--- config.mk ---
export PLATFORM = sky130hd
export DESIGN_NAME = moore_detector_1101
export DESIGN_NICKNAME = d
export VERILOG_FILES = /design/src/rtl/moore_detector_pkg.sv /design/src/rtl/moore_detector_1101.sv
export SDC_FILE = /design/constraint.sdc
export NUM_CORES = 1
export LEC_CHECK = 0
export BUFFER_PORTS_ARGS = -buffer_cell sky130_fd_sc_hd__buf_2
export CORE_AREA = 2 2 39 41
export CTS_CLUSTER_DIAMETER = 40
export DETAILED_ROUTE_END_ITERATION = 16
export DIE_AREA = 0 0 41 43
export PLACE_DENSITY = 0.3
export SKIP_LAST_GASP = 1
export SLEW_MARGIN = 10
export SYNTH_ARGS = -nofsm -noshare
export SYNTH_HDL_FRONTEND = slang
export SYNTH_SLANG_ARGS = --single-unit
--- constraint.sdc ---
create_clock -name clock -period 1.44 [get_ports clock]
set_input_delay 0.144 -clock clock [delete_from_list [all_inputs] [get_ports clock]]
set_output_delay 0.144 -clock clock [all_outputs]
set_load 0.03 [all_outputs]
--- src/rtl/moore_detector_pkg.sv ---
// Shared types for the 1101 serial sequence detector.
// No logic here; state encoding and the fixed pattern only.
// Not applicable: the package carries no datapath or flow control.
package moore_detector_pkg;

   // One state per matched prefix length of 1101.
   typedef enum logic [2:0] {
      IDLE   = 3'd0,
      GOT1   = 3'd1,
      GOT11  = 3'd2,
      GOT110 = 3'd3,
      FOUND  = 3'd4
   } det_state_t;

   // Pattern the FSM recognises, oldest bit in the MSB.
   localparam logic [3:0] PATTERN = 4'b1101;

endpackage

--- src/rtl/moore_detector_1101.sv ---
// Moore detector for the serial pattern 1101 on x, overlapping matches allowed.
// Latency: z is high for the cycle after the edge that samples the 4th bit.
// No backpressure: x is sampled on every rising edge while start is high.
module moore_detector_1101
   import moore_detector_pkg::*;
(
   input  logic x,
   input  logic start,
   input  logic reset,
   input  logic clock,
   output logic z
);

   det_state_t state_q, state_d;
   logic       z_q, z_d;

   // Next-state selection: start low discards any partial match.
   always_comb begin
      state_d = state_q;
      if (!start) begin
         state_d = IDLE;
      end else begin
         case (state_q)
            IDLE:    state_d = x ? GOT1  : IDLE;
            GOT1:    state_d = x ? GOT11 : IDLE;
            GOT11:   state_d = x ? GOT11 : GOT110;
            GOT110:  state_d = x ? FOUND : IDLE;
            // The trailing 1 of a match plus a new 1 already forms "11".
            FOUND:   state_d = x ? GOT11 : IDLE;
            default: state_d = IDLE;
         endcase
      end
   end

   // Match flag decoded from the next state so z is a plain register of it.
   always_comb begin
      z_d = (state_d == FOUND);
   end

   // State and output registers; synchronous reset overrides everything.
   always_ff @(posedge clock) begin
      if (reset) begin
         state_q <= IDLE;
         z_q     <= 1'b0;
      end else begin
         state_q <= state_d;
         z_q     <= z_d;
      end
   end

   assign z = z_q;

endmodule

# Word level (Yosys, flattened, before mapping)
# Index checks and enable logic that the tools add are counted.
# totals
reg_bits,4
input_bits,4
out_inout_bits,1
elab_cells,15
# classes
eq_ne,5
n_mux,6
reduce_logical,2
# ops
cell,n
case mux 3 bit (4 select lines),1
"== test 3 x 2 -> 1 bit, second input constant",2
"== test 3 bit, second input constant",2
two-way mux 3 bit,2
"== test 3 x 1 -> 1 bit, second input constant",1
zero test 3 bit,1
two-way mux 1 bit,2
two-way mux 2 bit,1
OR reduction 2 bit,1

# Longest topological paths before layout
# depth
word_depth,5
depth_mapped,2
ltp_nobuf,2

# Least setup slack after synthesis
# Ideal clock, no wire load.
# synth_timing
path_type,reg2reg
startpoint,register state_q[2]
endpoint,register state_q[1]
setup_time_ns,0.074
arrival_time_ns,0.976
required_time_ns,1.366
slack_ns,0.390
path_stages_with_launch,3
n_path_buf,0
synth_period_minus_slack_ns,1.050
cell_sequence,dfxtp_1 > or4bb_1 > a31oi_1
# synth_between
elab_chain_cells,4
elab_cells_between_ends,8
classes_between,eq/ne: 4; mux: 2; reduce/logical: 2
# synth_lines
element,line_no,source
"start, declared",moore_detector_1101.sv:14,"det_state_t state_q, state_d;"
"start signal, assigned",moore_detector_1101.sv:46,state_q <= state_d;
== test 3 bit / == test 3 x 1 -> 1 bit (equally long branches),moore_detector_1101.sv:23,case (state_q)
OR reduction 2 bit (no source line),n/a,
case mux 3 bit (4 select lines) *,moore_detector_1101.sv:23,
two-way mux 3 bit *,moore_detector_1101.sv:20,if (!start) begin
# Every way passes the cells marked *; elsewhere a longest branch is shown, timed or not.
# A chain may end at the register's enable or synchronous reset.

# Worst setup path in the final report
# Same ends and word-level chain as after synthesis.

==> summary.txt <==
Hold Path Sink: state_q[0]$_SDFF_PP0_
n_diodes: 0
Final WS setup: 0.338 ns
Fin Hold WS: 0.221 ns
die area: 1760 µm²
fillcell total: 156
Ys Warns: 0
Fmax: 907 MHz
die height: 43 µm
GRT busiest layer: met4
met2 usage in global routing: 0.0500
number of global-route vias before repair: 100
Vias/cell: 3.65
initial core utilization: 0.111
later-pin clock latency in the skew report: 0.23 ns
H-Tree Level Count: 1
WL per Instance: 6.78 µm
Die W: 41 µm
Critical Path AT: 1.26 ns
Critical Path Sink Type: flop
Final Net Count: 27
Placement Cell Area: 194 µm²
area of the multi-input gates: 73.8 µm²
Worst Hold Path Cells: 3
Psw: 48.4 µW
Gate Count Post-Synth: 14
grt total ovfl: 0
cells on worst reg2reg path: 2
Area Growth Syn to Fin: 40.7%
clock sinks: 4
synth unique cells: 9
CTS resizes: 0
Critical Path RT: 1.60 ns
Worst-Margin Slew: 0.195 ns
hold-fix buffers at CTS: 0
Worst R2R End: state_q[1]$_SDFF_PP0_
share of total power in the clock network: 0.517
CP Class: flop to flop
Finished Cell Area: 216 µm²
largest net degree at the start of global routing: 7
internal power: 213 µW
peak supply drop: 0.158 mV
minimum clock period: 1.10 ns
num ports: 5
normalized max-slew margin: 0.868
Static Leak: 0.0787 nW
CTS buffer count: 3
Setup Fix Bufs, Post-CTS: 0
RD Place Congestion: 0.607
Worst Clk Skew: 0.000316 ns
Power Density: 1210 nW/µm²
port bufs: 4
Root Buffer: clkbuf_4
maximum buffer depth of the clock tree: 2
min-delay worst type: input pin to flop
syn avg cell area: 11.0 µm²
Crit Path Max Fanout: 6
R2R setup slack: 0.34 ns
core box area: 1380 µm²
Synth Cell Area: 154 µm²
gr usage total: 0.0361
Core Rows: 14
register area: 80.1 µm²
# DRC: 0
Comb pwr share: 0.043
Post-Syn Nets: 18
Reg2Reg Launch Point: state_q[2]$_SDFF_PP0_
final setup violation count: 0
met3 usage: 0.0157
initial antenna violation count: 0
Antenna Nets Post-Route: 0
setup_tns: 0 ns
Placement Setup Slack: 0.340 ns
hold wc startpoint: x
sequential share of the synthesized area: 0.520
final worst-path cycle share: 0.766
outcome: complete, no violations
grt met1 use: 0.0256
DRT iter0 DRCs: 0
drt pass-1 iters: 1
sequential power share: 0.440
Final Hold Fails: 0
Max-cap violations: 0
Vias: 135
pins over their slew limit: 0
final core utilization: 0.156
sw frac: 0.185
layout cell share with drive strength beyond 1: 0.381
unrepaired setup endpoints after global routing: false
WL final: 251 µm
CP Launch Type: flop
first-pass GRT wire length: 365 µm
CTS tree: yes
number of synthesized register bits: 4
CTS clk-pin slew, worst paths: 0.04 ns
synthesized netlist by cell type:
| cell | number | share of area |
|---|---|---|
| or4bb_1 | 2 | 0.15 |
| nand2b_1 | 1 | 0.041 |
| xnor2_1 | 1 | 0.057 |
| nor4_1 | 1 | 0.041 |
| nand3_1 | 1 | 0.032 |
| or3b_2 | 1 | 0.057 |
| dfxtp_1 | 4 | 0.52 |
| nor3_1 | 2 | 0.065 |
| a31oi_1 | 1 | 0.041 |
power by group through the flow:
stage                     clock (mW)  sequential [mW]  combinational [mW]
after global routing           0.148            0.115              0.0126
final                          0.135            0.115              0.0113
after detailed placement           0            0.117              0.0115
after global placement             0            0.117              0.0115
after floorplan                    0            0.116             0.00607
after CTS                      0.141            0.115              0.0115
critical path: stages (launching register included):
cell and delay (ns):
dfxtp_1 0.39, or4bb_1 0.49, a31oi_1 0.16
kinds of logic (layout without fill, tap and decap cells):
logic type | after synthesis | after routing | synth area share
simple gates | 8 | 8 | 0.382
buf+inv | 0 | 7 | 0
xor+xnor | 1 | 1 | 0.0569
flops | 4 | 4 | 0.520
compound gates | 1 | 1 | 0.0407
metal layers:
layer  routed length, µm  share of wire
met5                   0              0
met4                  16          0.064
met2                 152           0.61
met1                  70           0.28
met3                  12          0.048
state kept, by name, summed over array words and instances (netlist names):
signal and cells:
state_q 3, z 1
metrics by stage:
stage | instances | total power, mW
finish | 37 | 0.261
global route | 37 | 0.275
CTS | 37 | 0.267
detailed placement | 34 | 0.128
global placement | 34 | 0.128
floorplan | 14 | 0.122
cell type report:
cell class | count | area share
Sequential cell | 4 | 0.370
Multi-Input combinational cell | 10 | 0.341
Tap cell | 16 | 0.0925
Clock buffer | 3 | 0.104
Timing Repair Buffer | 4 | 0.0925
cell usage in the layout, fill, tap and decap left out:
master    count
a31oi_1       1
buf_2         4
clkbuf_4      3
dfxtp_1       4
nand2b_1      1
nand3_1       1
nor3_1        2
nor4_1        1
or3b_2        1
or4bb_1       2
xnor2_1       1
how the worst max path moves through the flow:
stage	startpoint	to	slack [ns]
2_1_floorplan	state_q[2]$_SDFF_PP0_	state_q[1]$_SDFF_PP0_	0.39
3_3_place_gp	state_q[2]$_SDFF_PP0_	state_q[1]$_SDFF_PP0_	0.34
3_5_place_dp	state_q[2]$_SDFF_PP0_	state_q[1]$_SDFF_PP0_	0.34
4_1_cts	state_q[2]$_SDFF_PP0_	state_q[1]$_SDFF_PP0_	0.33
5_1_grt	state_q[2]$_SDFF_PP0_	state_q[1]$_SDFF_PP0_	0.29
6_report	state_q[2]$_SDFF_PP0_	state_q[1]$_SDFF_PP0_	0.34
Note: power is estimated with default switching activity, not from simulation.
